--- src/rtl/atanh_input_conditioner.sv ---
// atanh_input_conditioner: front end of cordic_tanh_inverse.
// Buffers raw signed Q4.16 samples in a small FIFO and saturates each one
// into the atanh domain (-1,1) as it is written. The stage then issues one
// sample per cycle on the CORDIC y_input bus. A valid/clamp delay line is
// matched to the CORDIC latency, so res_valid/res_clamped line up with z_res.
// Optional feature: define ATANH_COND_STATS_EN to enable the saturating
// clamped-sample counter on ovr_cnt (otherwise ovr_cnt is tied to zero).
module atanh_input_conditioner #(
  parameter int          DEPTH   = 4,
  parameter int          LATENCY = 16,
  parameter logic [19:0] YMAX    = 20'h0FFBE
) (
  input  logic                   clk,
  input  logic                   rst,
  input  logic [19:0]            in_data,
  input  logic                   in_valid,
  output logic                   in_ready,
  input  logic                   issue_en,
  input  logic                   flush,
  output logic [19:0]            y_out,
  output logic                   y_valid,
  output logic                   res_valid,
  output logic                   res_clamped,
  output logic [7:0]             ovr_cnt,
  output logic [$clog2(DEPTH):0] count
);

  localparam int AW = $clog2(DEPTH);
  localparam int CW = AW + 1;
  localparam logic [CW-1:0] FULL     = CW'(DEPTH);
  localparam logic [19:0]   POS_ONE  = 20'h10000;
  localparam logic [19:0]   NEG_ONE  = 20'hF0000;
  localparam logic [19:0]   NEG_YMAX = ~YMAX + 20'd1;

  logic [20:0]   mem [DEPTH];
  logic [AW-1:0] wr_ptr;
  logic [AW-1:0] rd_ptr;
  logic [CW-1:0] occ;
  logic          y_clamp;
  logic [1:0]    dly [LATENCY];

  logic          do_push;
  logic          do_pop;
  logic          in_clamp;
  logic [19:0]   in_sat;

  assign in_ready = (occ != FULL);
  assign count    = occ;

  // Flush wins over any same-cycle push or pop, so both are masked here.
  assign do_push = in_valid & in_ready & ~flush;
  assign do_pop  = issue_en & (occ != '0) & ~flush;

  // Saturate the incoming sample into (-1,1); exactly +/-YMAX passes untouched.
  always_comb begin
    in_clamp = 1'b0;
    in_sat   = in_data;
    if ($signed(in_data) >= $signed(POS_ONE)) begin
      in_clamp = 1'b1;
      in_sat   = YMAX;
    end else if ($signed(in_data) <= $signed(NEG_ONE)) begin
      in_clamp = 1'b1;
      in_sat   = NEG_YMAX;
    end
  end

  // FIFO storage holds {clamp flag, conditioned data}; contents need no reset.
  always_ff @(posedge clk) begin
    if (do_push) begin
      mem[wr_ptr] <= {in_clamp, in_sat};
    end
  end

  // Pointers, occupancy and the registered issue port toward the CORDIC.
  always_ff @(posedge clk) begin
    if (rst || flush) begin
      wr_ptr  <= '0;
      rd_ptr  <= '0;
      occ     <= '0;
      y_out   <= '0;
      y_valid <= 1'b0;
      y_clamp <= 1'b0;
    end else begin
      if (do_push) begin
        wr_ptr <= wr_ptr + 1'b1;
      end
      if (do_pop) begin
        rd_ptr  <= rd_ptr + 1'b1;
        y_out   <= mem[rd_ptr][19:0];
        y_valid <= 1'b1;
        y_clamp <= mem[rd_ptr][20];
      end else begin
        y_out   <= '0;
        y_valid <= 1'b0;
        y_clamp <= 1'b0;
      end
      case ({do_push, do_pop})
        2'b10:   occ <= occ + 1'b1;
        2'b01:   occ <= occ - 1'b1;
        default: occ <= occ;
      endcase
    end
  end

  // Free-running delay line mirrors the CORDIC pipeline depth for valid/clamp.
  always_ff @(posedge clk) begin
    if (rst || flush) begin
      for (int i = 0; i < LATENCY; i++) begin
        dly[i] <= 2'b00;
      end
    end else begin
      dly[0] <= {y_valid, y_clamp};
      for (int i = 1; i < LATENCY; i++) begin
        dly[i] <= dly[i-1];
      end
    end
  end

  assign res_valid   = dly[LATENCY-1][1];
  assign res_clamped = dly[LATENCY-1][0];

`ifdef ATANH_COND_STATS_EN
  logic [7:0] ovr_q;

  // Count accepted clamped samples, saturating; only rst clears it.
  always_ff @(posedge clk) begin
    if (rst) begin
      ovr_q <= 8'h00;
    end else if (do_push && in_clamp && (ovr_q != 8'hFF)) begin
      ovr_q <= ovr_q + 8'd1;
    end
  end

  assign ovr_cnt = ovr_q;
`else
  assign ovr_cnt = 8'h00;
`endif

endmodule

--- config.mk ---
export PLATFORM = sky130hd
export DESIGN_NAME = atanh_input_conditioner
export DESIGN_NICKNAME = d
export VERILOG_FILES = /design/src/rtl/atanh_input_conditioner.sv
export SDC_FILE = /design/constraint.sdc
export NUM_CORES = 1
export LEC_CHECK = 0
export ABC_AREA = 1
export BUFFER_PORTS_ARGS = -buffer_cell sky130_fd_sc_hd__buf_4
export CELL_PAD_IN_SITES_DETAIL_PLACEMENT = 1
export CELL_PAD_IN_SITES_GLOBAL_PLACEMENT = 2
export CORE_MARGIN = 3
export CORE_UTILIZATION = 37
export DETAILED_ROUTE_END_ITERATION = 6
export PLACE_DENSITY = 0.76
export SETUP_SLACK_MARGIN = 0.02
export SYNTH_ARGS = -nofsm -noshare
export SYNTH_HDL_FRONTEND = slang
export SYNTH_SLANG_ARGS = --single-unit
--- constraint.sdc ---
create_clock -name clk -period 2.66 [get_ports clk]
set_clock_uncertainty 0.05 [all_clocks]
set_input_delay 0.532 -clock clk [delete_from_list [all_inputs] [get_ports clk]]
set_output_delay 0.532 -clock clk [all_outputs]
set_load 0.01 [all_outputs]
==> flow_metrics.env, run 1 <==
export IMPL_placed_area_um2=5880
export IMPL_drcViolationCount=0
export IMPL_drt_pass1_iter_count=4
export IMPL_nets=590
export IMPL_clk_latency_ps=420
export IMPL_max_slew_margin=0.508
export IMPL_syn_area_um2=5390
export IMPL_port_buffers=51
export IMPL_synth_seq_cells=145
export IMPL_grt_usage=0.147
export IMPL_cp_end_kind="flop"
export IMPL_synthTopCellsByArea="edfxtp_1 47%, dfxtp_1 23%, nor2_1 9.7%"
export IMPL_reg2reg_from="count[0]"
export IMPL_fill_cells=1538
export IMPL_synthDistinctLibCells=27
export IMPL_yosysTopAreaCellShare=0.468
export IMPL_p_clk_frac=0.466
export IMPL_cp_data_required_time_ps=2960
export IMPL_dieArea_um2=16100
export IMPL_setup_tns_ps=0
export IMPL_antenna_found_initial=0
export IMPL_cts_resized=0
export IMPL_r2r_end="count[2]"
export IMPL_grt_overflow=0
export IMPL_layout_common_cells="140 x nor2_1, 84 x edfxtp_1, 61 x dfxtp_1, 60 x buf_4, 52 x inv_1"
export IMPL_post_route_util=0.457
export IMPL_ys_warnings_count=0
export IMPL_dieHeight_um=127
export IMPL_routabilityCongestion=0.702
export IMPL_r2r_worst_path_cells=13
export IMPL_vias_per_cell=4.71
export IMPL_seqPwrFrac=0.500
export IMPL_ff_latch_area_um2=3740
export IMPL_fp_dieW_um=127
export IMPL_whs_endpoint="dly[0][4]"
export IMPL_yosysSeqAreaShare=0.694
export IMPL_numCtsBuffers=17
export IMPL_n_antenna_cell=0
export IMPL_powerDensity_nw_per_um2=750
export IMPL_grt_max_degree=45
export IMPL_min_period_ps=2080
export IMPL_grt_pass1_vias=3674
export IMPL_postCtsHoldBufs=0
export IMPL_hold_slack_ps=358
export IMPL_fmax_ghz=0.481
export IMPL_critPathMaxFanout=6
export IMPL_cts_buffer_depth=2
export IMPL_internal_power_w=0.00370
export IMPL_ant_nets=0
export IMPL_cap_violations=0
export IMPL_layout_setup_ws_ps=580
export IMPL_finalCritPeriodShare=0.782
export IMPL_cts_root_buf="clkbuf_16"
export IMPL_cts_tree="done"
export IMPL_dp_hpwl_um=6910
export IMPL_hold_viol=0
export IMPL_fin_area_um2=6440
export IMPL_routedWlPerCell_um=15.1
export IMPL_path_class="reg2reg"
export IMPL_drive_above_1_share=0.173
export IMPL_power_frac_comb=0.034
export IMPL_start_util=0.383
export IMPL_rows=43
export IMPL_rsz0062_at_grt="no"
export IMPL_finalSetupViolations=0
export IMPL_post_cts_buffers=0
export IMPL_status="complete, no violations"
export IMPL_pre_cts_slack_ps=523
export IMPL_p_sw_w=0.00113
export IMPL_vias=3543
export IMPL_clk_pin_slew_ps=70
export IMPL_core_um2=14100
export IMPL_hold_path_class="reg2reg"
export IMPL_worstHoldStart="dly[0][2]"
export IMPL_avgSynthCellArea_um2=10.6
export IMPL_multi_input_area_um2=1260
export IMPL_area_growth_pct=19.4
export IMPL_peakVddDrop_mv=0.436
export IMPL_cp_start_kind="flop"
export IMPL_drtIter0Drc=212
export IMPL_switching_share=0.234
export IMPL_cts_num_sinks=145
export IMPL_pin_count=60
export IMPL_timing_final_max_slew_violations=0
export IMPL_h_tree_depth=4
export IMPL_arrival_ps=2380
export IMPL_final_common_cell="nor2_1"
export IMPL_yosysTopAreaCell="edfxtp_1"
export IMPL_worst_pin_slew_ps=736
export IMPL_regToRegSetupSlack_ps=580
export IMPL_drt_wl_total_um=11300
export IMPL_leakage_nw=2.43
export IMPL_synthCells=507
export IMPL_grt_first_pass_wirelength_um=18300
export IMPL_hold_depth=2
worst max-delay path by stage:
stage	startpoint	to	slack, ps	depth (start not counted)
4_1_cts	count[0]	count[2]	580	13
6_report	count[0]	count[2]	580	13
2_1_floorplan	count[1]	mem[0][0]	360	6
3_5_place_dp	in_valid	count[2]	520	12
5_1_grt	count[0]	count[2]	270	13
3_3_place_gp	in_valid	count[2]	620	12
worst max-delay path: stages, from the launching register on:
cell and delay, ps:
dfxtp_1 310, inv_1 140, nand3_1 120, nand2_1 110, nor2_1 60, inv_1 160
ha_1 170, inv_1 70, fa_1 380, nor2_1 140, nor2_1 50, nand2_1 70
o21ai_0 70, a21oi_1 120
stage by stage:
step                      power [W]  std cells
final                       0.00483        752
after CTS                   0.00489        752
after global placement      0.00262        720
after global routing        0.00501        752
after detailed placement    0.00262        720
after floorplan             0.00257        514
cells by family (layout without fill, tap and decap cells):
family / after synthesis / in the layout / synth area share
fa+ha+maj: 6 / 6 / 0.0153
flops: 145 / 145 / 0.694
other cells: 1 / 8 / 0.000695
simple gates: 193 / 193 / 0.143
buf+inv: 88 / 146 / 0.0779
compound gates: 74 / 74 / 0.0687
power by group through the flow:
stage                     combinational [W]  sequential [W]  clock (W)
after floorplan                    0.000106         0.00246          0
after global placement             0.000157         0.00246          0
after detailed placement           0.000163         0.00246          0
after CTS                          0.000165         0.00241    0.00231
after global routing               0.000184         0.00241    0.00241
final                              0.000162         0.00241    0.00225
flip-flops by register name (all words and copies together), names as in the netlist:
name	cells
wr_ptr	2
dly	32
y_valid	1
y_out	20
mem	84
y_clamp	1
rd_ptr	2
count	3
synth_stat cells:
cell type      instances
a21oi_1               27
ha_1                   5
o21ai_1                5
inv_2                  2
clkbuf_1               7
buf_2                 10
nand3_2                1
inv_1                 52
o21ai_0               42
nand2_2                1
nand2_1               28
buf_6                  3
clkbuf_2               1
or2_2                  1
nor3_1                 1
nor2_1               140
edfxtp_1              84
dlygate4sd1_1          4
fa_1                   1
conb_1                 1
nand4_1                1
dfxtp_1               61
and2_0                 1
nand3_1               17
nor2_2                 1
nor2_4                 1
buf_4                  9
cell type report:
class,count,share of cell area
Clock buffer,17,0.0661
Clock inverter,15,0.0210
Inverter,54,0.0315
Timing Repair Buffer,60,0.0700
Tap cell,180,0.0350
Multi-Input combinational cell,281,0.195
Sequential cell,145,0.581
per-layer routing:
metal  global-route usage  vias to the layer above  routed length [um]
li1                     -                     1733                   -
met1                0.176                     1736                5080
met2                0.251                       59                5700
met3               0.0434                       15                 408
met4               0.0543                        0                 131
met5                    0                        -                   0
(Power assumes the default switching activity.)
==> run 2: changes to the inputs <==
Clock period 2.66 ns to 2.1 ns, I/O delays scaled along.
==> run 2 against run 1 <==
- register-to-register slack worse by 370 ps
- power rose by 34%
- cell count increased by 0.40%
- design area grew 1.9%
- non-clock buffer count grew 3
- sequential share of layout area down 1.1 points
- critical path depth decreased by 2
- highest routed layer unchanged
==> flow_metrics.env, run 2 (synthesis gave the netlist of run 1 again) <==
export IMPL_arrival_ps=2130
export IMPL_dieArea_um2=16100
export IMPL_fmax_ghz=0.529
export IMPL_layout_common_cells="140 x nor2_1, 84 x edfxtp_1, 61 x dfxtp_1, 61 x buf_4, 50 x inv_1"
export IMPL_rsz0062_at_grt="no"
export IMPL_dp_hpwl_um=6480
export IMPL_grt_usage=0.138
export IMPL_antenna_found_initial=0
export IMPL_grt_max_degree=45
export IMPL_cts_num_sinks=145
export IMPL_vias_per_cell=4.56
export IMPL_core_um2=14100
export IMPL_powerDensity_nw_per_um2=984
export IMPL_grt_overflow=0
export IMPL_status="complete, no violations"
export IMPL_max_slew_margin=0.551
export IMPL_p_total_w=0.00646
export IMPL_cp_startpoint="count[1]"
export IMPL_cp_start_kind="flop"
export IMPL_drt_wl_total_um=10700
export IMPL_port_buffers=51
export IMPL_min_period_ps=1890
export IMPL_postCtsHoldBufs=0
export IMPL_vias=3443
export IMPL_regMostFlops="mem"
export IMPL_cap_violations=0
export IMPL_grt_first_pass_wirelength_um=17100
export IMPL_reg2reg_from="count[1]"
export IMPL_hold_path_class="in2reg"
export IMPL_drtIter0Drc=216
export IMPL_numCtsBuffers=17
export IMPL_drt_pass1_iter_count=4
export IMPL_rows=43
export IMPL_drcViolationCount=0
export IMPL_hold_viol=0
export IMPL_worst_pin_slew_ps=673
export IMPL_timing_final_max_slew_violations=0
export IMPL_placed_cells=723
export IMPL_pin_count=60
export IMPL_largest_reg_flops=84
export IMPL_worstHoldStart="flush"
export IMPL_cp_data_required_time_ps=2340
export IMPL_cts_tree="done"
export IMPL_cts_root_buf="clkbuf_16"
export IMPL_leakage_nw=2.49
export IMPL_dieHeight_um=127
export IMPL_clk_latency_ps=420
export IMPL_top_regs="mem (84), dly (32), y_out (20)"
export IMPL_nets=593
export IMPL_cts_buffer_depth=2
export IMPL_pre_cts_slack_ps=168
export IMPL_drive_above_1_share=0.183
export IMPL_path_class="reg2reg"
export IMPL_layout_setup_ws_ps=208
export IMPL_fp_dieW_um=127
export IMPL_finalCritPeriodShare=0.901
export IMPL_n_antenna_cell=0
export IMPL_final_common_cell="nor2_1"
export IMPL_routabilityCongestion=0.761
export IMPL_peakVddDrop_mv=0.600
export IMPL_start_util=0.383
export IMPL_critPathMaxFanout=3
export IMPL_clk_pin_slew_ps=60
export IMPL_final_cells=755
export IMPL_area_growth_pct=21.7
export IMPL_post_route_util=0.466
export IMPL_routedWlPerCell_um=14.2
export IMPL_finalSetupViolations=0
export IMPL_ant_nets=0
export IMPL_h_tree_depth=4
export IMPL_grt_pass1_vias=3467
export IMPL_cp_end_kind="flop"
-- run 2: worst max-delay path, cell delays in order, from the launching register on --
cell and delay [ps]:
dfxtp_1 320, inv_1 120, nand3_1 110, nand2_1 110
nor2_1 60, inv_1 80, ha_1 160, inv_2 50
fa_2 510, nor2_1 40, a21oi_1 110, nor2_1 50
-- run 2: final timing paths --
kind | endpoint | slack, ps | cells past startpoint
setup / recovery | count[1] | 210 | 11
hold / removal | wr_ptr[1] | 260 | 4
setup reg to reg | count[1] | 210 | 11
hold reg to reg | dly[0][4] | 350 | 2
-- run 2: repair_timing --
item | CTS | global route
buffers inserted | 0 | 0
gates resized for setup | 0 | 4
endpoints found under the setup margin | 0 | 1
-- run 2: cell type report --
class / instances / area [um^2]
multi-input combinational: 281 / 1260
timing repair buffer: 63 / 498
tap: 180 / 225
clock buffer: 19 / 453
fill: 1556 / 7530
sequential: 145 / 3740
inverter: 54 / 203
clock inverter: 13 / 181
-- run 2: power breakdown --
group / internal [W] / leakage, nW / switching, W
Sequential: 0.00305 / 1.25 / 0.00000850
Clock: 0.00205 / 0.310 / 0.00114
Combinational: 0.0000751 / 0.928 / 0.000135
-- run 2: layer usage --
layer | routed length, um | global-route usage | vias up
met3 | 437 | 0.0366 | 16
met1 | 4820 | 0.162 | 1626
met4 | 207 | 0.0700 | 0
met2 | 5230 | 0.234 | 66
met5 | 0 | 0 | -
li1 | - | - | 1735
-- run 2: metrics by stage --
step / TNS (ps) / cell area, um^2 / hold WS, ps
after floorplan: -16760 / 5420 / 344
after global placement: 0 / 5930 / 344
after detailed placement: 0 / 5930 / 351
after CTS: 0 / 6560 / 245
after global routing: 0 / 6560 / 273
final: 0 / 6560 / 265
